**config.mk**
```make
export PLATFORM = sky130hd
export DESIGN_NAME = announcer_glyph_mapper
export DESIGN_NICKNAME = d
export VERILOG_FILES = /design/src/rtl/announcer_glyph_mapper.sv
export SDC_FILE = /design/constraint.sdc
export NUM_CORES = 1
export LEC_CHECK = 0
export BUFFER_PORTS_ARGS = -buffer_cell sky130_fd_sc_hd__buf_2
export CORE_MARGIN = 2
export CORE_UTILIZATION = 49
export DETAILED_ROUTE_END_ITERATION = 8
export MAX_ROUTING_LAYER = met4
export PLACE_DENSITY = 0.92
export SETUP_SLACK_MARGIN = 0.02
export SKIP_LAST_GASP = 1
export SYNTH_ARGS = -nofsm -noshare
export SYNTH_HDL_FRONTEND = slang
export SYNTH_SLANG_ARGS = --single-unit
```
**constraint.sdc**
```tcl
create_clock -name Clk -period 2.7 [get_ports Clk]
set_clock_uncertainty 0.2 [all_clocks]
set_input_delay 0.135 -clock Clk [delete_from_list [all_inputs] [get_ports Clk]]
set_output_delay 0.135 -clock Clk [all_outputs]
set_load 0.01 [all_outputs]
```
**src/rtl/announcer_glyph_mapper.sv**
```systemverilog
// Announcer glyph mapper: countdown sequencer, manual glyph override and 2-stage palette lookup.
// Optional run-time palette writes are enabled with `define ANNOUNCER_PAL_WR_EN.
//
// state     | meaning
// ST_IDLE   | no sequence running; manual glyph may be shown
// ST_SHOW   | countdown running, cur_glyph displayed for HOLD_FRAMES ticks each
// ST_DONE   | countdown finished; manual glyph may be shown, start restarts
module announcer_glyph_mapper #(
  parameter int N_GLYPHS    = 5,
  parameter int SEQ_LEN     = 4,
  parameter int HOLD_FRAMES = 60,
  parameter int COLOR_BITS  = 3,
  parameter int ADDR_W      = 19,
  parameter int GSEL_W      = 3
) (
  input  logic                  Clk,
  input  logic                  Reset_n,
  input  logic                  pix_req,
  input  logic [ADDR_W-1:0]     pix_addr,
  output logic [ADDR_W-1:0]     rom_addr,
  output logic [GSEL_W-1:0]     rom_glyph,
  input  logic [COLOR_BITS-1:0] rom_data,
  input  logic                  start,
  input  logic                  abort,
  input  logic                  frame_tick,
  input  logic                  man_en,
  input  logic [GSEL_W-1:0]     man_glyph,
`ifdef ANNOUNCER_PAL_WR_EN
  input  logic                  pal_we,
  input  logic [COLOR_BITS-1:0] pal_idx,
  input  logic [23:0]           pal_data,
`endif
  output logic [7:0]            Red,
  output logic [7:0]            Green,
  output logic [7:0]            Blue,
  output logic                  zero,
  output logic                  pix_valid,
  output logic                  seq_active,
  output logic                  seq_done,
  output logic [GSEL_W-1:0]     cur_glyph
);

  localparam int FC_W  = (HOLD_FRAMES > 1) ? $clog2(HOLD_FRAMES) : 1;
  localparam int PAL_N = 1 << COLOR_BITS;
  localparam logic [FC_W-1:0]   FC_LAST   = FC_W'(HOLD_FRAMES - 1);
  localparam logic [GSEL_W-1:0] SEQ_LAST  = GSEL_W'(SEQ_LEN - 1);
  localparam logic [GSEL_W:0]   N_GLYPH_W = (GSEL_W + 1)'(N_GLYPHS);

  typedef enum logic [1:0] {ST_IDLE, ST_SHOW, ST_DONE} state_t;

  function automatic logic [23:0] pal_default(input int idx);
    case (idx)
      0:       return 24'h272323;
      1:       return 24'hFFFFFF;
      2:       return 24'hF7A503;
      3:       return 24'h0B0B0B;
      4:       return 24'hDEEF00;
      5:       return 24'hE83000;
      6:       return 24'hF77B02;
      7:       return 24'hFFCF00;
      default: return 24'h000000;
    endcase
  endfunction

  state_t            state_q, state_d;
  logic [GSEL_W-1:0] cur_glyph_q, cur_glyph_d;
  logic [FC_W-1:0]   frame_cnt_q, frame_cnt_d;
  logic              seq_done_q, seq_done_d;

  always_comb begin
    state_d     = state_q;
    cur_glyph_d = cur_glyph_q;
    frame_cnt_d = frame_cnt_q;
    seq_done_d  = 1'b0;
    if (abort) begin
      state_d     = ST_IDLE;
      cur_glyph_d = '0;
      frame_cnt_d = '0;
    end else begin
      case (state_q)
        ST_IDLE, ST_DONE: begin
          if (start) begin
            state_d     = ST_SHOW;
            cur_glyph_d = '0;
            frame_cnt_d = '0;
          end
        end
        ST_SHOW: begin
          if (frame_tick) begin
            if (frame_cnt_q == FC_LAST) begin
              frame_cnt_d = '0;
              if (cur_glyph_q == SEQ_LAST) begin
                state_d    = ST_DONE;
                seq_done_d = 1'b1;
              end else begin
                cur_glyph_d = cur_glyph_q + GSEL_W'(1);
              end
            end else begin
              frame_cnt_d = frame_cnt_q + FC_W'(1);
            end
          end
        end
        default: state_d = ST_IDLE;
      endcase
    end
  end

  always_ff @(posedge Clk) begin
    if (!Reset_n) begin
      state_q     <= ST_IDLE;
      cur_glyph_q <= '0;
      frame_cnt_q <= '0;
      seq_done_q  <= 1'b0;
    end else begin
      state_q     <= state_d;
      cur_glyph_q <= cur_glyph_d;
      frame_cnt_q <= frame_cnt_d;
      seq_done_q  <= seq_done_d;
    end
  end

  // Out-of-range manual glyphs blank the display rather than address past the ROM.
  logic man_ok;
  logic glyph_on;

  always_comb begin
    man_ok    = man_en && ({1'b0, man_glyph} < N_GLYPH_W);
    glyph_on  = 1'b0;
    rom_glyph = cur_glyph_q;
    if (state_q == ST_SHOW) begin
      glyph_on = 1'b1;
    end else if (man_ok) begin
      glyph_on  = 1'b1;
      rom_glyph = man_glyph;
    end
  end

  assign rom_addr = pix_addr;

  logic [23:0] pal_rd;

`ifdef ANNOUNCER_PAL_WR_EN
  logic [23:0] pal_q [PAL_N];
  logic [23:0] pal_d [PAL_N];

  always_comb begin
    for (int i = 0; i < PAL_N; i++) pal_d[i] = pal_q[i];
    if (pal_we) pal_d[pal_idx] = pal_data;
  end

  always_ff @(posedge Clk) begin
    for (int i = 0; i < PAL_N; i++) begin
      if (!Reset_n) pal_q[i] <= pal_default(i);
      else          pal_q[i] <= pal_d[i];
    end
  end

  // Reads the pre-write value so a same-edge lookup sees the old colour.
  assign pal_rd = pal_q[rom_data];
`else
  assign pal_rd = pal_default(int'(rom_data));
`endif

  logic        req1_q, req1_d;
  logic        on1_q, on1_d;
  logic        valid_q, valid_d;
  logic [23:0] rgb_q, rgb_d;
  logic        zero_q, zero_d;

  always_comb begin
    req1_d  = pix_req;
    on1_d   = glyph_on;
    valid_d = req1_q;
    rgb_d   = rgb_q;
    zero_d  = zero_q;
    if (req1_q) begin
      if (!on1_q || rom_data == '0) begin
        zero_d = 1'b1;
        rgb_d  = 24'hFFFFFF;
      end else begin
        zero_d = 1'b0;
        rgb_d  = pal_rd;
      end
    end
  end

  always_ff @(posedge Clk) begin
    if (!Reset_n) begin
      req1_q  <= 1'b0;
      on1_q   <= 1'b0;
      valid_q <= 1'b0;
      rgb_q   <= 24'hFFFFFF;
      zero_q  <= 1'b1;
    end else begin
      req1_q  <= req1_d;
      on1_q   <= on1_d;
      valid_q <= valid_d;
      rgb_q   <= rgb_d;
      zero_q  <= zero_d;
    end
  end

  assign Red        = rgb_q[23:16];
  assign Green      = rgb_q[15:8];
  assign Blue       = rgb_q[7:0];
  assign zero       = zero_q;
  assign pix_valid  = valid_q;
  assign seq_active = (state_q == ST_SHOW);
  assign seq_done   = seq_done_q;
  assign cur_glyph  = cur_glyph_q;

endmodule

```
Word-level counts from Yosys, hierarchy flattened
Memory sizes are Yosys's and may differ from the RTL's.
Index checks and enable logic that the tools add are counted.
{ "classes": {"n_reduce_logical": 12, "n_addsub": 2, "bitwise_logic": 4, "n_eq_ne": 9, "mux": 21, "n_lt_le_gt_ge": 1} }
{ "op_table": {"columns": ["operator", "count"], "rows": [
  ["$mux W24", 1],
  ["$mux W3", 6],
  ["$mux W6", 3],
  ["$pmux W6 S2", 1],
  ["$mux W2", 4],
  ["$add A6 B1 Y6 const B", 1],
  ["$eq A6 B6 Y1 const B", 1],
  ["$ne A2 B2 Y1 const B", 3],
  ["$pmux W3 S2", 1],
  ["$reduce_and A5 Y1", 1],
  ["$reduce_or A5 Y1", 1],
  ["$mux W1", 4],
  ["$ne A2 B1 Y1 const B", 2],
  ["$not A1 Y1", 4],
  ["$pmux W2 S2", 1],
  ["$reduce_and A4 Y1", 1],
  ["$reduce_or A2 Y1", 2],
  ["$add A3 B1 Y3 const B", 1],
  ["$eq A3 B2 Y1 const B", 1],
  ["$logic_not A3 Y1", 1],
  ["$lt A3 B3 Y1 const B", 1],
  ["$reduce_and A3 Y1", 1],
  ["$eq A2 B1 Y1 const B", 1],
  ["$eq A2 B2 Y1 const B", 1],
  ["other kinds (5)", 5]
]} }
{ "totals": {"romBits": 192, "out_inout_bits": 53, "inputBits": 32, "n_memories": 1, "regBits": 40, "word_cells": 59} }
{ "mem_list": {"columns": ["name", "words", "width", "rd", "rd_clocked_by_memory_dff", "wr", "line", "source"], "rows": [
  ["(name not given)", 8, 24, 1, 0, 0, "52", "case (idx)"]
]} }

Logic depth before layout (Yosys ltp)
Gate-level depths: netlist of run 1.
{ "logic_depth": {"word_depth": 5, "depth_mapped": 6, "mapped_depth_nobuf": 6} }

Worst setup path before layout of run 1
No wires, ideal clock.
{ "synth_path": {"path_type": "register -> register", "start": "reg cur_glyph_q[0] (netlist: cur_glyph[0])", "end": "reg cur_glyph_q[0] (netlist: cur_glyph[0])", "t_arrival_ps": 1205, "path_stages_with_launch": 6, "slack_ps": 1170, "setup_time_ps": 124, "path_buffers": 0, "path_cell_list": "dfxtp_1 ha_1 ha_1 o31a_1 o21ai_1 a21oi_1"} }
{ "synth_between": {"elab_chain_len": 5} }
{ "synth_rtl": {"columns": ["element", "line", "source"], "rows": [
  ["start: declaration", "66", "logic [GSEL_W-1:0] cur_glyph_q, cur_glyph_d;"],
  ["start signal: assignment", "116", "cur_glyph_q <= cur_glyph_d;"],
  ["$add A3 B1 Y3", "96", "cur_glyph_d = cur_glyph_q + GSEL_W'(1);"],
  ["$mux W3", "92", "if (cur_glyph_q == SEQ_LAST) begin"],
  ["$mux W3", "90", "if (frame_cnt_q == FC_LAST) begin"],
  ["$mux W3", "89", "if (frame_tick) begin"],
  ["$pmux W3 S2", "80", "case (state_q)"]
]} }
Parallel ways exist; a longest one is shown, timed or not. The select of a mux whose other input is x is not followed.
A chain may end at the register's enable or synchronous reset.

Worst setup path in the final report of run 1
{ "layout_path": {"start": "reg state_q[1]", "end": "out rom_glyph[1]"} }
{ "layout_between": {"elab_chain_len": 2} }
{ "layout_rtl": {"columns": ["element", "line", "source"], "rows": [
  ["start: declaration", "65", "state_t state_q, state_d;"],
  ["start signal: assignment", "115", "state_q <= state_d;"],
  ["$eq A2 B1 Y1", "130", "if (state_q == ST_SHOW) begin"],
  ["$mux W3", "130", null],
  ["end: declaration", "21", "output logic [GSEL_W-1:0] rom_glyph,"]
]} }
No other way between the ends.

==> results of run 1 <==
stage by stage:
stage,area [sq um],cells,hold slack (ns)
after floorplan,1770,207,0.0623
after global placement,1840,267,0.0701
after detailed placement,1840,267,0.0701
after CTS,1950,279,0.0113
after global routing,1950,279,0.0241
final,1950,279,0.0303
synthesized netlist by cell type, drive strengths merged, types with 4 or more instances:
| master | number | area (sq um) |
|---|---|---|
| nand2 | 22 | 85.1 |
| nand3 | 8 | 40.0 |
| a21oi | 10 | 53.8 |
| dfxtp | 34 | 681 |
| mux2 | 4 | 45.0 |
| nor2 | 13 | 53.8 |
| inv | 10 | 37.5 |
| nand2b | 7 | 48.8 |
| clkbuf | 4 | 15.0 |
| xnor2 | 5 | 43.8 |
| buf | 29 | 208 |
| o21ai | 19 | 95.1 |
| ha | 9 | 113 |
| and2 | 4 | 25.0 |
registers in the layout, summed over array words and instances, names as in the netlist:
signal	cells
rgb_q	18
seq_done	1
frame_cnt_q	6
cur_glyph	3
pix_valid	1
state_q	2
zero	1
on1_q	1
req1_q	1
routing by layer:
layer / part of all wire / vias up / global-route usage
met5: 0 / - / -
met4: 0.024 / 0 / 0.0978
met3: 0.053 / 9 / 0.0581
met2: 0.47 / 43 / 0.288
met1: 0.45 / 652 / 0.234
li1: - / 737 / -
logic make-up after synthesis:
| kind of cell | after synthesis | synth area share |
|---|---|---|
| adders and majority gates | 9 | 0.0637 |
| DFF | 34 | 0.385 |
| and+or+nand+nor | 66 | 0.193 |
| buffers and inverters | 43 | 0.147 |
| xor gates and xnor gates | 5 | 0.0248 |
| AOI/OAI and AO/OA | 46 | 0.161 |
| muxes | 4 | 0.0255 |
worst reg2reg max path, stage by stage (launching register included):
cell and delay, ns:
dfxtp_1 0.37, ha_1 0.23, ha_1 0.22, o31a_1 0.31
o21ai_1 0.13, a21oi_1 0.08
how the worst max path moves through the flow:
stage,slack [ns],to,cells after the start
2_1_floorplan,1.17,cur_glyph[0]$_SDFFE_PP0P_,5
3_3_place_gp,1.12,cur_glyph[2]$_SDFFE_PP0P_,5
3_5_place_dp,1.08,cur_glyph[0]$_SDFFE_PP0P_,5
4_1_cts,0.84,rom_glyph[1],4
5_1_grt,0.75,rgb_q[14]$_SDFFE_PN1P_,8
6_report,0.85,rom_glyph[1],4
area by class of cell:
class	instances	area [sq um]
well taps	46	57.6
inverters	10	37.5
multi-input cells	130	826
clock buffers	6	51.3
repair buffers	53	298
flip-flops and latches	34	681
fillers	297	1440
power by group:
group | internal [mW] | switching, mW
combinational | 0.0513 | 0.0673
sequential | 0.515 | 0.0142
clock | 0.117 | 0.157
==> flow_summary.yaml, run 1 <==
outcome:
  outcome: "completed"
sta:
  setup_violations: 0
  setup_ws_ns: 0.846
  slew_viol_final: 0
  finalHoldViolCount: 0
  period_needed_ns: 1.85
  worst_pin_slew_ns: 0.788
  fin_crit_sh: 0.687
  rsz0062_at_grt: "no"
  finalSetupTns_ns: 0
  maxSlewHeadroom: 0.474
  max_freq_mhz: 539
cts:
  cts_tree: "built"
  htree_num_levels: 2
  cts-buffers-inserted: 5
  clockRootBuffer: "clkbuf_4"
  ctsHoldBuffers: 6
  cts_buffer_depth: 2
  postCtsSetupBuffers: 0
  path_clk_slew_ns: 0.09
  clkLatencyLatePin_ns: 0.34
  cts_resized: 0
  cts_sinks: 34
yosys:
  synth_area_per_cell_sq_um: 8.53
  synthFlopType: "dfxtp_1"
  async_flop_share: 0
  ys_warn_count: 0
  synthCells: 207
  syn-cell-area_sq_mm: 0.00177
  ys_types: 38
  synth_seq_area_share: 0.385
  synth_edf_count: 0
  synth_nets: 248
  ys_ff_latch: 34
global_routing:
  grt_first_pass_wirelength_um: 5980
  grt_max_degree: 30
  antenna_found_initial: 0
  grt_usage: 0.192
  grt-ovfl-total: 0
  grt_pass1_vias: 1321
floorplan:
  core_area_sq_mm: 0.00339
  pin_count: 85
  die_w_um: 64.0
  die-area_sq_mm: 0.00410
  rows: 21
  start_util: 0.521
  die_h_um: 64.0
setup_path:
  cp_slowest_stage_delay_ns: 0.33
  crit_chain: "nand2b_2 > nand3_1 > mux2_1 > buf_2"
  crit_type: "flop to output port"
  crit_path_end_kind: "output port"
  cp-start-kind: "flop"
  required_ns: 2.37
  r2r_end: "cur_glyph[0]$_SDFFE_PP0P_"
  crit_path_start: "state_q[1]$_SDFFE_PP0P_"
  arrival_ns: 1.52
  ff2ff_path_depth: 5
  cp_num_buf_inv: 1
  crit_path_max_fanout: 5
  rr_startpoint: "cur_glyph[0]$_SDFFE_PP0P_"
  crit_slowest_cell: "dfxtp_1"
  r2r_setup_slack_ns: 1.06
  crit_family: "simple AND/OR/NAND/NOR gates"
hold_path:
  hold_path.startpoint: "abort"
  hold_end: "cur_glyph[1]$_SDFFE_PP0P_"
  hold_path_depth: 3
  hp-class: "primary input to flop"
detailed_routing:
  antenna_left: 0
  dr.first_iter.drc_count: 72
  first_pass_iters: 4
  via_per_inst: 5.16
  num_vias: 1441
  drc_errors: 0
  wl_per_cell_um: 12.9
  route.final.wire_length_um: 3600
placement:
  port_buffers: 46
  place_congestion: 0.828
  place_hpwl_um: 2470
  dp_slack_ns: 1.08
final_layout:
  final_cell_mix: "buf_2 (46), dfxtp_1 (34), nand2_1 (21)"
  final_core_util: 0.575
  final_nets: 275
  diodes: 0
  area_growth_pct: 10.4
  drive_gt1_frac: 0.270
  final_common_cell: "buf_2"
power:
  ir_worst_vdd_uv: 207
  fin_total_pwr_mw: 0.922
  p_leak_nw: 0.815
  powerDensity_mw_per_mm2: 473
job:
  maxCapViolations: 0
Note: power is estimated with default switching activity, not from simulation.
==> run 2, diff against run 1 <==
- CORE_UTILIZATION: 49 -> 46
- PLACE_DENSITY: 0.92 -> 0.88
- clock period: 2.7 -> 1.8 ns (I/O delays scaled with it)
==> run 2 against run 1 <==
Global-route usage decreased by 2.2 points. Die area increased by 6.1%. Utilization increased by 1.8 points. Critical path type unchanged. Critical endpoint is now rom_glyph[2]. Highest routed layer unchanged.
==> flow_summary.yaml, run 2 (same netlist as run 1, synthesis figures left out) <==
global_routing:
  busiest_layer: "met2"
  grt-ovfl-total: 0
  grt_max_degree: 38
  grtUsageMet1: 0.208
  antenna_found_initial: 0
  grt_usage: 0.170
  use_met3: 0.0358
  grt_pass1_vias: 1315
  grt_first_pass_wirelength_um: 5610
  use_met2: 0.266
hold_path:
  hold_path.startpoint: "man_glyph[2]"
  hold_path_depth: 4
  hold_end: "on1_q$_SDFF_PN0_"
  hp-class: "primary input to flop"
power:
  p_leak_nw: 0.914
  powerDensity_mw_per_mm2: 719
  ir_worst_vdd_uv: 485
setup_path:
  required_ns: 1.51
  ff2ff_path_depth: 5
  cp_num_buf_inv: 1
  crit_type: "flop to output port"
  crit_family: "simple AND/OR/NAND/NOR gates"
  crit_chain: "nand2b_2 > nand3_2 > mux2_1 > buf_2"
  crit_path_end_kind: "output port"
  cp-start-kind: "flop"
  arrival_ns: 1.40
  crit_path_max_fanout: 5
  crit_slowest_cell: "mux2_1"
  rr_startpoint: "cur_glyph[0]$_SDFFE_PP0P_"
  cp_slowest_stage_delay_ns: 0.33
  r2r_setup_slack_ns: 0.18
  r2r_end: "cur_glyph[1]$_SDFFE_PP0P_"
cts:
  htree_num_levels: 2
  clkLatencyLatePin_ns: 0.27
  path_clk_slew_ns: 0.06
  cts_tree: "built"
  cts_buffer_depth: 2
  cts_sinks: 34
  cts-buffers-inserted: 5
  clockRootBuffer: "clkbuf_8"
sta:
  worst_pin_slew_ns: 0.325
  rsz0062_at_grt: "no"
  setup_ws_ns: 0.109
  setup_violations: 0
  max_freq_mhz: 591
  period_needed_ns: 1.69
  fin_crit_sh: 0.939
  finalHoldViolCount: 0
  finalSetupTns_ns: 0
  slew_viol_final: 0
  maxSlewHeadroom: 0.783
detailed_routing:
  drc_errors: 0
  first_pass_iters: 4
  route.final.wire_length_um: 3540
  wl_per_cell_um: 11.7
  dr.first_iter.drc_count: 122
  via_per_inst: 5.14
  num_vias: 1551
  antenna_left: 0
final_layout:
  final_cell_mix: "buf_2 (46), dfxtp_1 (34), dlygate4sd3_1 (25)"
  drive_gt1_frac: 0.256
  final_common_cell: "buf_2"
  top_register: "rgb_q"
  final_nets: 294
  area_growth_pct: 23.9
  fin_cells: 302
  diodes: 0
  largest_reg_flops: 18
placement:
  place_congestion: 0.873
  placed_cells: 269
  dp_slack_ns: 0.195
  place_hpwl_um: 2380
  port_buffers: 46
floorplan:
  start_util: 0.479
  die_h_um: 66.0
  die_w_um: 66.0
  rows: 22
  core_area_sq_mm: 0.00369
  die-area_sq_mm: 0.00435
  pin_count: 85
outcome:
  outcome: "completed"
job:
  maxCapViolations: 0
[run 2: power breakdown]
part	switching (mW)	internal, mW
clock network	0.245	0.308
logic	0.126	0.105
registers	0.0147	0.774
[run 2: final cells by class]
type / instances / area (sq um)
clock buffers: 7 / 86.3
repair buffers: 72 / 488
inverters: 10 / 37.5
fillers: 322 / 1500
clock inverters: 1 / 5.00
flip-flops and latches: 34 / 681
well taps: 48 / 60.1
multi-input cells: 130 / 831
[run 2: repair_timing]
item                                    CTS  global route
endpoints found under the setup margin    0             3
gates resized for setup                   0             1
hold buffers                             25             0
endpoints found under the hold margin    38             0
buffers inserted                          0             0
[run 2: how the worst max path moves through the flow]
stage	end	cells past startpoint	start	slack, ns
after detailed placement	cur_glyph[1]$_SDFFE_PP0P_	5	cur_glyph[0]$_SDFFE_PP0P_	0.19
after global routing	cur_glyph[2]$_SDFFE_PP0P_	5	frame_cnt_q[0]$_SDFFE_PP0P_	0.03
after CTS	rom_glyph[2]	4	state_q[1]$_SDFFE_PP0P_	0.05
after floorplan	cur_glyph[0]$_SDFFE_PP0P_	5	cur_glyph[0]$_SDFFE_PP0P_	0.27
after global placement	cur_glyph[1]$_SDFFE_PP0P_	5	cur_glyph[0]$_SDFFE_PP0P_	0.21
final	rom_glyph[2]	4	state_q[1]$_SDFFE_PP0P_	0.11
[run 2: through the flow]
step / total power [mW] / utilization / cell area (sq um) / hold WS [ns]
2_1_floorplan: 0.966 / - / 1770 / 0.0173
3_3_place_gp: 0.973 / 0.499 / 1840 / -0.0199
3_5_place_dp: 0.976 / 0.499 / 1840 / -0.0199
4_1_cts: 1.59 / 0.592 / 2180 / 0.0150
5_1_grt: 1.65 / 0.593 / 2190 / 0.0621
6_report: 1.57 / 0.593 / 2190 / 0.0426
[run 2: worst reg2reg max path: cells and delay by family, from the launching register on]
kind,cells,cell delay (ns)
flip-flops,1,0.35
adder cells (fa/ha/maj),2,0.42
AO/OA/AOI/OAI,3,0.52
[run 2: metal layers]
metal,part of all wire,vias to the layer above
li1,-,772
met1,0.44,693
met2,0.44,77
met3,0.084,9
met4,0.029,0
met5,0,-
